===== config.mk =====
export PLATFORM = sky130hd
export DESIGN_NAME = karatsuba_recombine_serial_flat
export DESIGN_NICKNAME = d
export VERILOG_FILES = /design/src/rtl/karatsuba_recombine_serial_if.sv /design/src/rtl/karatsuba_recombine_serial.sv /design/src/flat_wrapper.sv
export SDC_FILE = /design/constraint.sdc
export NUM_CORES = 1
export LEC_CHECK = 0
export CAP_MARGIN = 0
export CORE_MARGIN = 1.5
export CORE_UTILIZATION = 56
export CTS_CLUSTER_SIZE = 40
export DETAILED_ROUTE_END_ITERATION = 10
export PLACE_DENSITY = 0.82
export SLEW_MARGIN = 20
export SYNTH_ARGS = -nofsm -noshare
export SYNTH_HDL_FRONTEND = slang
export SYNTH_SLANG_ARGS = --single-unit

===== constraint.sdc =====
create_clock -name clk -period 10.9 [get_ports clk]
set_input_delay 1.635 -clock clk [delete_from_list [all_inputs] [get_ports clk]]
set_output_delay 1.635 -clock clk [all_outputs]
set_load 0.02 [all_outputs]

===== src/rtl/karatsuba_recombine_serial_if.sv =====
`default_nettype none
// ============================================================================
// Module   : karatsuba_recombine_serial_if
// Brief    : Handshake and data bundle for one Karatsuba recombine level.
//            The slave side is the recombiner and the master side is the
//            producer/consumer pair around it.
// Revision : 1.0 - initial release
// ============================================================================
interface karatsuba_recombine_serial_if #(
    parameter int N = 32
);
    logic           in_valid;
    logic           in_ready;
    logic [N-1:0]   pp_hi;
    logic [N-1:0]   pp_lo;
    logic [N+1:0]   pp_mid;
    logic           out_valid;
    logic           out_ready;
    logic [2*N-1:0] product;
    logic           err;
    logic           ovf;
    logic           busy;

    modport slave (
        input  in_valid, pp_hi, pp_lo, pp_mid, out_ready,
        output in_ready, out_valid, product, err, ovf, busy
    );

    modport master (
        output in_valid, pp_hi, pp_lo, pp_mid, out_ready,
        input  in_ready, out_valid, product, err, ovf, busy
    );
endinterface
`default_nettype wire


===== src/rtl/karatsuba_recombine_serial.sv =====
`default_nettype none
// ============================================================================
// Module   : karatsuba_recombine_serial
// Brief    : Digit-serial Karatsuba recombination
//            product = (hi << N) + ((mid - hi - lo) << N/2) + lo
//            using a 5-input column counter (three operands plus two carry
//            chains), DIGIT columns per clock, valid/ready on both sides.
// Revision : 1.0 - initial release
// ============================================================================
module karatsuba_recombine_serial #(
    parameter int N     = 32,
    parameter int DIGIT = 8
) (
    input wire clk,
    input wire rst_n,
    karatsuba_recombine_serial_if.slave bus
);

    localparam int c_H  = N / 2;
    localparam int c_W  = 2 * N;
    localparam int NCYC = c_W / DIGIT;
    localparam int c_CW = (NCYC > 1) ? $clog2(NCYC) : 1;
    localparam logic [c_CW-1:0] c_LAST = c_CW'(NCYC - 1);

    typedef enum logic [1:0] {
        S_IDLE = 2'd0,
        S_LOAD = 2'd1,
        S_RUN  = 2'd2,
        S_DONE = 2'd3
    } state_t;

    state_t          r_state;
    state_t          w_state_next;

    // Operand shift registers: the current digit always sits in the low bits.
    logic [c_W-1:0]  r_g1;
    logic [c_W-1:0]  r_g2;
    logic [c_W-1:0]  r_g3;
    logic [N+1:0]    r_mid;
    logic            r_ca;
    logic            r_cb;
    logic [c_CW-1:0] r_cnt;
    logic [c_W-1:0]  r_product;
    logic            r_err;
    logic            r_ovf;
    logic            r_out_valid;

    // Middle term m = mid - hi - lo; one extra bit above mid holds the sign.
    logic [N+2:0]    w_m;
    logic            w_neg;
    logic            w_unused_m;
    logic [c_W-1:0]  w_g2_load;

    // Column counter chain for one digit.
    logic [DIGIT:0]   w_ca;
    logic [DIGIT:0]   w_cb;
    logic [DIGIT-1:0] w_sum;
    logic [c_W-1:0]   w_sum_ext;
    logic [c_W-1:0]   w_product_shift;

    // hi sits in the top half of g1 and lo in the bottom half of g3 after capture.
    assign w_m   = {1'b0, r_mid} - {3'b000, r_g1[c_W-1:N]} - {3'b000, r_g3[N-1:0]};
    assign w_neg = w_m[N+2];
    // For genuine Karatsuba inputs m < 2^(N+1); only m[N:0] is weighted in.
    assign w_unused_m = w_m[N+1];

    // Place m[N:0] at the half-split offset inside a 2N-bit operand.
    always_comb begin
        w_g2_load = '0;
        w_g2_load[c_H +: N+1] = w_m[N:0];
    end

    assign w_ca[0] = r_ca;
    assign w_cb[0] = r_cb;

    generate
        for (genvar i = 0; i < DIGIT; i++) begin : g_col
            logic [2:0] w_cnt;
            assign w_cnt = {2'b00, r_g1[i]} + {2'b00, r_g2[i]} + {2'b00, r_g3[i]}
                         + {2'b00, w_ca[i]} + {2'b00, w_cb[i]};
            assign w_sum[i]  = w_cnt[0];
            // Both carries carry weight 2 into the next column: cnt = sum + 2*(ca+cb).
            assign w_ca[i+1] = (w_cnt >= 3'd2);
            assign w_cb[i+1] = (w_cnt >= 3'd4);
        end
    endgenerate

    // Sum digits enter at the top so the first digit ends at bit 0 after NCYC shifts.
    always_comb begin
        w_sum_ext = '0;
        w_sum_ext[DIGIT-1:0] = w_sum;
        w_product_shift = (r_product >> DIGIT) | (w_sum_ext << (c_W - DIGIT));
    end

    // State register.
    always_ff @(posedge clk or negedge rst_n) begin
        if (!rst_n) begin
            r_state <= S_IDLE;
        end else begin
            r_state <= w_state_next;
        end
    end

    // Next-state selection.
    always_comb begin
        w_state_next = r_state;
        case (r_state)
            S_IDLE: if (bus.in_valid) w_state_next = S_LOAD;
            S_LOAD: w_state_next = w_neg ? S_DONE : S_RUN;
            S_RUN:  if (r_cnt == c_LAST) w_state_next = S_DONE;
            S_DONE: if (r_out_valid && bus.out_ready) w_state_next = S_IDLE;
            default: w_state_next = S_IDLE;
        endcase
    end

    // Operand capture, digit-serial compression and result holding.
    always_ff @(posedge clk or negedge rst_n) begin
        if (!rst_n) begin
            r_g1        <= '0;
            r_g2        <= '0;
            r_g3        <= '0;
            r_mid       <= '0;
            r_ca        <= 1'b0;
            r_cb        <= 1'b0;
            r_cnt       <= '0;
            r_product   <= '0;
            r_err       <= 1'b0;
            r_ovf       <= 1'b0;
            r_out_valid <= 1'b0;
        end else begin
            case (r_state)
                S_IDLE: begin
                    if (bus.in_valid) begin
                        r_g1  <= {bus.pp_hi, {N{1'b0}}};
                        r_g3  <= {{N{1'b0}}, bus.pp_lo};
                        r_mid <= bus.pp_mid;
                    end
                end
                S_LOAD: begin
                    r_ca      <= 1'b0;
                    r_cb      <= 1'b0;
                    r_cnt     <= '0;
                    r_product <= '0;
                    r_ovf     <= 1'b0;
                    r_err     <= w_neg;
                    r_g2      <= w_g2_load;
                end
                S_RUN: begin
                    r_g1      <= r_g1 >> DIGIT;
                    r_g2      <= r_g2 >> DIGIT;
                    r_g3      <= r_g3 >> DIGIT;
                    r_ca      <= w_ca[DIGIT];
                    r_cb      <= w_cb[DIGIT];
                    r_product <= w_product_shift;
                    r_cnt     <= r_cnt + 1'b1;
                    if (r_cnt == c_LAST) begin
                        r_ovf       <= w_ca[DIGIT] | w_cb[DIGIT];
                        r_out_valid <= 1'b1;
                    end
                end
                S_DONE: begin
                    // The reject path arrives with out_valid low and spends one
                    // settling cycle here, presenting two edges after capture.
                    if (!r_out_valid) begin
                        r_out_valid <= 1'b1;
                    end else if (bus.out_ready) begin
                        r_out_valid <= 1'b0;
                    end
                end
                default: begin
                end
            endcase
        end
    end

    assign bus.in_ready  = (r_state == S_IDLE);
    assign bus.busy      = (r_state != S_IDLE);
    assign bus.out_valid = r_out_valid;
    assign bus.product   = r_product;
    assign bus.err       = r_err;
    assign bus.ovf       = r_ovf;

endmodule
`default_nettype wire


===== src/flat_wrapper.sv =====
// flat-port wrapper written by rule: the top's interface ports become plain ports
module karatsuba_recombine_serial_flat 
#(
    parameter int N     = 32,
    parameter int DIGIT = 8
)
  (clk, rst_n, bus_in_valid, bus_pp_hi, bus_pp_lo, bus_pp_mid, bus_out_ready, bus_in_ready, bus_out_valid, bus_product, bus_err, bus_ovf, bus_busy);
  karatsuba_recombine_serial_if #(.N(N)) bus_i ();
  input wire clk;
  input wire rst_n;
  input wire logic [$bits(bus_i.in_valid)-1:0] bus_in_valid;
  input wire logic [$bits(bus_i.pp_hi)-1:0] bus_pp_hi;
  input wire logic [$bits(bus_i.pp_lo)-1:0] bus_pp_lo;
  input wire logic [$bits(bus_i.pp_mid)-1:0] bus_pp_mid;
  input wire logic [$bits(bus_i.out_ready)-1:0] bus_out_ready;
  output wire logic [$bits(bus_i.in_ready)-1:0] bus_in_ready;
  output wire logic [$bits(bus_i.out_valid)-1:0] bus_out_valid;
  output wire logic [$bits(bus_i.product)-1:0] bus_product;
  output wire logic [$bits(bus_i.err)-1:0] bus_err;
  output wire logic [$bits(bus_i.ovf)-1:0] bus_ovf;
  output wire logic [$bits(bus_i.busy)-1:0] bus_busy;
  assign bus_i.in_valid = bus_in_valid;
  assign bus_i.pp_hi = bus_pp_hi;
  assign bus_i.pp_lo = bus_pp_lo;
  assign bus_i.pp_mid = bus_pp_mid;
  assign bus_i.out_ready = bus_out_ready;
  assign bus_in_ready = bus_i.in_ready;
  assign bus_out_valid = bus_i.out_valid;
  assign bus_product = bus_i.product;
  assign bus_err = bus_i.err;
  assign bus_ovf = bus_i.ovf;
  assign bus_busy = bus_i.busy;
  karatsuba_recombine_serial #(.N(N), .DIGIT(DIGIT)) u_core (.clk(clk), .rst_n(rst_n), .bus(bus_i));
endmodule

==> qor.csv, run 1 <==
metric,value,unit
xor/xnor share of the synthesized area,0.01487,
Worst-Margin Slew,1.045,ns
Post-CTS Setup Inserts,0,
Worst Hold Class,flip-flop to flip-flop,
worst r2r path cells,45,
H-tree levels,1,
number of enable flip-flop cells after synthesis,0,
Setup TNS,0,ns
simple-gate portion of the synthesized area,0.09291,
initial antenna violation count,0,
syn avg cell area,9.925,um^2
placement row count,56,
count of final hold-check violations,0,
multiplexer area fraction after synthesis,0.06686,
end point of the critical path,u_core.bus.ovf,
Crit-path slowest cell,fa_1,
largest stage delay on the critical path,0.55,ns
final setup vio count,0,
RSZ-0062 raised after global routing,no,
GP Congestion,0.9350,
DR pass1 iterations,5,
Final Cycle Share,0.9431,
Clock Skew,0.009272,ns
via count,10330,
CTS resizes,0,
remaining global-route overflow,0,
"most common cell after layout, fill and taps aside",dfrtp_1,
Netlist cell types,57,
crit path max fanout,2,
slew margin rel.,0.3034,
yosys warns,0,
post-cts hold buffer count,0,
layout cells sized above 1,0.07176,
average vias per placed instance,5.619,
Adder-Cell Fraction of Synth Area,0.1236,
Core ar.,23610,um^2
Max Slew Vio Count,0,
CTS Buf Count,28,
final layout net count,1706,
CP Capture Type,flip-flop,
share of flip-flops with an asynchronous set or reset,1.000,
Worst setup startpoint,u_core.r_g2[0],
synthesized flop and latch total,253,
die span in x,158.5,um
register area share after synthesis,0.4673,
Num Clock Sinks,253,
die area,25130,um^2
Util after Layout,0.6930,
Filler Cell Count,1750,
Root Driver,clkbuf_16,
first-pass GRT wire length,51.11,mm
# IOs,171,
min Tclk post-route,10.28,ns
Synth Area in Compound Gates,0.1581,
Global Route Usage Sum,0.2611,
vias in the first global route,9889,
drt drc,0,
CP Data Required Time,11.29,ns
maximum clock rate,97.28,MHz
Reg2Reg Launch Point,u_core.r_g2[0],
WS Path Type,flip-flop to flip-flop,
Skew-Pair Late Insertion Delay,0.54,ns
Avg WL per Cell,17.44,um
n_diodes,0,
Synth-to-Final Area Change,20.79,%
Starting Density,0.5738,
Setup crit start kind,flip-flop,
Worst-path clk slew,0.06,ns
reg2reg end,u_core.bus.ovf,
Syn Inst Count,1365,
most frequent cells in the layout,"dfrtp_1 (253), inv_1 (200), clkdlybuf4s50_1 (169)",
Longest Clk Path Bufs,3,
status,completed,
Mapped Nets,1572,
CTS tree,done,
Post-DRT Antenna Nets,0,
Max-Cap Viols,0,
DRT Wirelength,32.05,mm
area of the mapped netlist,13550,um^2
initial DRC count,833,
CP arrival,10.67,ns
largest net degree at the start of global routing,130,
Die Y-Extent,158.5,um
largest family of logic cells by synthesized area,compound AO/OA/AOI/OAI gates,
R2R Setup Slk,0.62,ns
dpl hpwl,23.02,mm
port bufs,170,
ys flop type,dfrtp_1,
## sequential cells by signal, summed over array words and instances (netlist names)
signal / flops
u_core.r_cb: 1
u_core.bus.out_valid: 1
u_core.bus.ovf: 1
u_core.bus.err: 1
u_core.r_state: 2
u_core.r_cnt: 3
u_core.r_g2: 49
u_core.bus.product: 64
u_core.r_g1: 64
u_core.r_mid: 34
u_core.r_g3: 32
u_core.r_ca: 1
## critical path: cells and delay by family (launching register included)
family / cells / cell delay (ns)
adder cells (fa/ha/maj): 25 / 8.30
buffers and inverters: 16 / 1.02
AO/OA/AOI/OAI: 2 / 0.16
AND/OR/NAND/NOR: 2 / 0.27
flip-flops: 1 / 0.38
## per-stage QoR
step | worst slack [ns] | hold WS (ns) | std cells | instance area [um^2]
after floorplan | 1.284 | 0.4478 | 1365 | 13550
after detailed placement | 0.6131 | 0.4697 | 1788 | 15470
after global routing | 0.1092 | 0.4988 | 1838 | 16360
final | 0.6203 | 0.4787 | 1838 | 16360
after CTS | 0.5542 | 0.4828 | 1838 | 16360
after global placement | 1.002 | 0.4628 | 1788 | 15470
## how the worst min path moves through the flow
stage	start	to	slack, ns	cells after the start
2_1_floorplan	u_core.r_g2[41]	u_core.r_g2[41]	0.45	2
3_3_place_gp	u_core.r_g3[3]	u_core.r_g3[3]	0.46	2
3_5_place_dp	u_core.r_g3[0]	u_core.r_g3[0]	0.47	2
4_1_cts	u_core.r_g3[0]	u_core.r_g3[0]	0.48	2
5_1_grt	u_core.r_g3[7]	u_core.r_g3[7]	0.50	2
6_report	u_core.r_g3[0]	u_core.r_g3[0]	0.48	2
## synthesized netlist by cell type, types with 3 or more instances
| cell | n | share of area |
|---|---|---|
| o211ai_1 | 4 | 0.0022 |
| or2_2 | 4 | 0.0018 |
| or3_1 | 3 | 0.0014 |
| a21o_1 | 14 | 0.0078 |
| ha_1 | 57 | 0.053 |
| fa_1 | 48 | 0.071 |
| a21oi_1 | 65 | 0.024 |
| o32ai_1 | 3 | 0.0019 |
| a22o_1 | 48 | 0.031 |
| nor2_1 | 55 | 0.015 |
| and2_1 | 3 | 0.0014 |
| dfrtp_1 | 253 | 0.47 |
| a31o_2 | 3 | 0.0019 |
| xor2_1 | 6 | 0.0039 |
| nand2b_1 | 4 | 0.0018 |
| xnor2_1 | 17 | 0.011 |
| nor3_1 | 6 | 0.0022 |
| o21a_1 | 5 | 0.0028 |
| o31ai_1 | 3 | 0.0017 |
| a31oi_1 | 8 | 0.0037 |
| o21ai_0 | 157 | 0.058 |
| o21bai_1 | 4 | 0.0022 |
| clkbuf_1 | 61 | 0.017 |
| nand3_1 | 96 | 0.035 |
| and3_1 | 11 | 0.0051 |
| mux2i_1 | 50 | 0.037 |
| nand4_1 | 3 | 0.0014 |
| buf_1 | 11 | 0.0030 |
| inv_1 | 200 | 0.055 |
| mux2_2 | 36 | 0.030 |
| nand2_1 | 91 | 0.025 |
| o221ai_1 | 3 | 0.0019 |
## metal layers
layer	share of wire	routed length, um	GRT usage
met1	0.42	13510	0.3504
met2	0.50	15980	0.4494
met3	0.049	1564	0.02858
met4	0.031	992	0.07744
met5	0	0	0
## cells by family (layout without fill, tap and decap cells)
| kind of cell | after synthesis | in the layout |
|---|---|---|
| flops | 253 | 253 |
| buf+inv | 275 | 429 |
| compound gates | 344 | 344 |
| mux | 86 | 86 |
| simple gates | 279 | 279 |
| fa+ha+maj | 105 | 105 |
| xor+xnor | 23 | 23 |
## final cells by class
| class | count | area [um^2] | share of cell area |
|---|---|---|---|
| clock buffer | 39 | 803.3 | 0.04909 |
| timing repair buffer | 178 | 1767 | 0.1080 |
| inverter | 201 | 754.5 | 0.04610 |
| sequential | 253 | 6331 | 0.3869 |
| clock inverter | 11 | 90.09 | 0.005505 |
| multi-input combinational | 837 | 6220 | 0.3801 |
| tap | 319 | 399.1 | 0.02439 |
Power of run 1 is not shown: default switching activity piles up to over one toggle a cycle in this logic, so the estimate is an artifact.
==> run 2, diff against run 1 <==
--- a/config.mk
+++ b/config.mk
@@ -5,12 +5,13 @@
 export SDC_FILE = /design/constraint.sdc
 export NUM_CORES = 1
 export LEC_CHECK = 0
-export CAP_MARGIN = 0
+export CAP_MARGIN = 20
 export CORE_MARGIN = 1.5
-export CORE_UTILIZATION = 56
+export CORE_UTILIZATION = 58
+export CTS_BUF_LIST = sky130_fd_sc_hd__clkbuf_8
 export CTS_CLUSTER_SIZE = 40
 export DETAILED_ROUTE_END_ITERATION = 10
-export PLACE_DENSITY = 0.82
+export PLACE_DENSITY = 0.85
 export SLEW_MARGIN = 20
 export SYNTH_ARGS = -nofsm -noshare
 export SYNTH_HDL_FRONTEND = slang
==> run 2 against run 1 <==
Net effect:
- fmax is 1.8% higher
- global-route usage grew 0.67 points
- count of clock-buffer cells in the layout up 11
- flip-flop and latch count did not move
- critical path type unchanged
- utilization grew 2.5 points
- final area about the same
- worst hold slack worse by 0.0034 ns
- critical path depth is the same
- via count shrank 0.15%
- first-iteration DRC count shrank 3.1%
- sequential share of layout area is essentially flat
==> qor.csv, run 2 (same netlist as run 1, synthesis figures left out) <==
metric,value,unit,change
status,completed,,
Global Route Usage Sum,0.2679,,+0.006715
die area,24280,um^2,-3.4%
min Tclk post-route,10.09,ns,-0.1855 ns
Max-Cap Viols,0,,unchanged
met2 usage,0.4345,,-0.01487
Crit-path slowest cell,fa_1,,
Num Clock Sinks,253,,unchanged
Root Driver,clkbuf_8,,
n_diodes,0,,unchanged
Skew-Pair Late Insertion Delay,0.55,ns,about the same
CP Capture Type,flip-flop,,
Starting Density,0.5948,,+0.02102
multi-input logic area,6220,um^2,unchanged
Die Y-Extent,155.8,um,-1.7%
dpl hpwl,22.65,mm,-1.6%
Worst-Margin Slew,1.095,ns,+0.05028 ns
drt drc,0,,unchanged
initial DRC count,807,,-3.1%
Worst Hold Class,flip-flop to flip-flop,,
RSZ-0062 raised after global routing,no,,
largest stage delay on the critical path,0.56,ns,about the same
CTS tree,done,,
first-pass GRT wire length,51.17,mm,+0.12%
CP Data Required Time,11.30,ns,about the same
port bufs,170,,unchanged
average vias per placed instance,5.555,,-1.1%
"most common cell after layout, fill and taps aside",dfrtp_1,,
Filler Cell Count,1603,,-8.4%
Worst-path clk slew,0.06,ns,about the same
Max Slew Vio Count,0,,unchanged
most frequent cells in the layout,"dfrtp_1 (253), inv_1 (212), clkdlybuf4s50_1 (169)",,
DRT Wirelength,31.70,mm,-1.1%
global routing's busiest layer,met2,,
DR pass1 iterations,6,,+1
CTS resizes,0,,unchanged
Setup crit start kind,flip-flop,,
slew margin rel.,0.2699,,-0.03352
die span in x,155.8,um,-1.7%
WS Path Type,flip-flop to flip-flop,,
initial antenna violation count,0,,unchanged
crit path max fanout,2,,unchanged
# IOs,171,,unchanged
CP arrival,10.50,ns,-0.17 ns
H-tree levels,2,,+1
post-cts hold buffer count,0,,unchanged
Seq. cell area,6331,um^2,unchanged
layout cells sized above 1,0.08231,,+0.01055
Synth-to-Final Area Change,20.75,%,about the same
Final Cycle Share,0.9261,,-0.01702
met1 Usage GRT,0.3609,,+0.01052
count of final hold-check violations,0,,unchanged
final setup vio count,0,,unchanged
GR Util met3,0.03917,,+0.01059
Setup TNS,0,ns,unchanged
final layout net count,1720,,+0.82%
placement row count,55,,-1.8%
largest net degree at the start of global routing,121,,-6.9%
vias in the first global route,10120,,+2.4%
CTS Buf Count,42,,+50%
Core ar.,22780,um^2,-3.5%
Clock Skew,0.03377,ns,+0.02450 ns
remaining global-route overflow,0,,unchanged
maximum clock rate,99.07,MHz,+1.8%
Post-DRT Antenna Nets,0,,unchanged
Avg WL per Cell,17.08,um,-2.0%
GP Congestion,0.9277,,-0.78%
Post-CTS Setup Inserts,0,,unchanged
Longest Clk Path Bufs,3,,unchanged
via count,10310,,-0.15%
## run 2: area by class of cell
type | count | area share
Inverter | 201 | 0.04612
Multi-Input combinational cell | 837 | 0.3802
Sequential cell | 253 | 0.3870
Tap cell | 313 | 0.02394
Clock buffer | 50 | 0.04207
Timing Repair Buffer | 178 | 0.1080
Clock inverter | 24 | 0.01270
## run 2: stage by stage
| step | util | cell area (um^2) | instances | setup slack [ns] | hold WS [ns] |
|---|---|---|---|---|---|
| 6_report | 0.7182 | 16360 | 1856 | 0.8058 | 0.4753 |
| 5_1_grt | 0.7182 | 16360 | 1856 | 0.2077 | 0.5057 |
| 4_1_cts | 0.7182 | 16360 | 1856 | 0.7216 | 0.4625 |
| 3_5_place_dp | 0.6788 | 15460 | 1782 | 0.7377 | 0.4754 |
| 3_3_place_gp | 0.6788 | 15460 | 1782 | 1.009 | 0.4636 |
| 2_1_floorplan | - | 13550 | 1365 | 1.284 | 0.4478 |
## run 2: metal layers
layer  vias up  part of all wire
met1      5008              0.42
met2       334              0.48
met5         -                 0
met3        64             0.055
li1       4905                 -
met4         0             0.040
## run 2: worst max-delay path: cells and delay by family (launching register included)
| family | cells | cell delay, ns |
|---|---|---|
| and+or+nand+nor | 2 | 0.23 |
| DFF | 1 | 0.37 |
| AOI/OAI and AO/OA | 2 | 0.14 |
| adders and majority gates | 25 | 8.20 |
| buffers and inverters | 16 | 0.98 |
## run 2: final timing paths
kind	startpoint	endpoint	slack [ns]	depth (start not counted)
max	u_core.r_g2[0]	u_core.bus.ovf	0.81	45
min	u_core.r_g1[31]	u_core.r_g1[23]	0.48	1
max reg2reg	u_core.r_g2[0]	u_core.bus.ovf	0.81	45
min reg2reg	u_core.r_g1[31]	u_core.r_g1[23]	0.48	1
max in group asynchronous	rst_n	u_core.r_g1[35]	7.46	3
min in group asynchronous	rst_n	u_core.bus.product[24]	1.16	1
Power of run 2 is left out for the same reason.
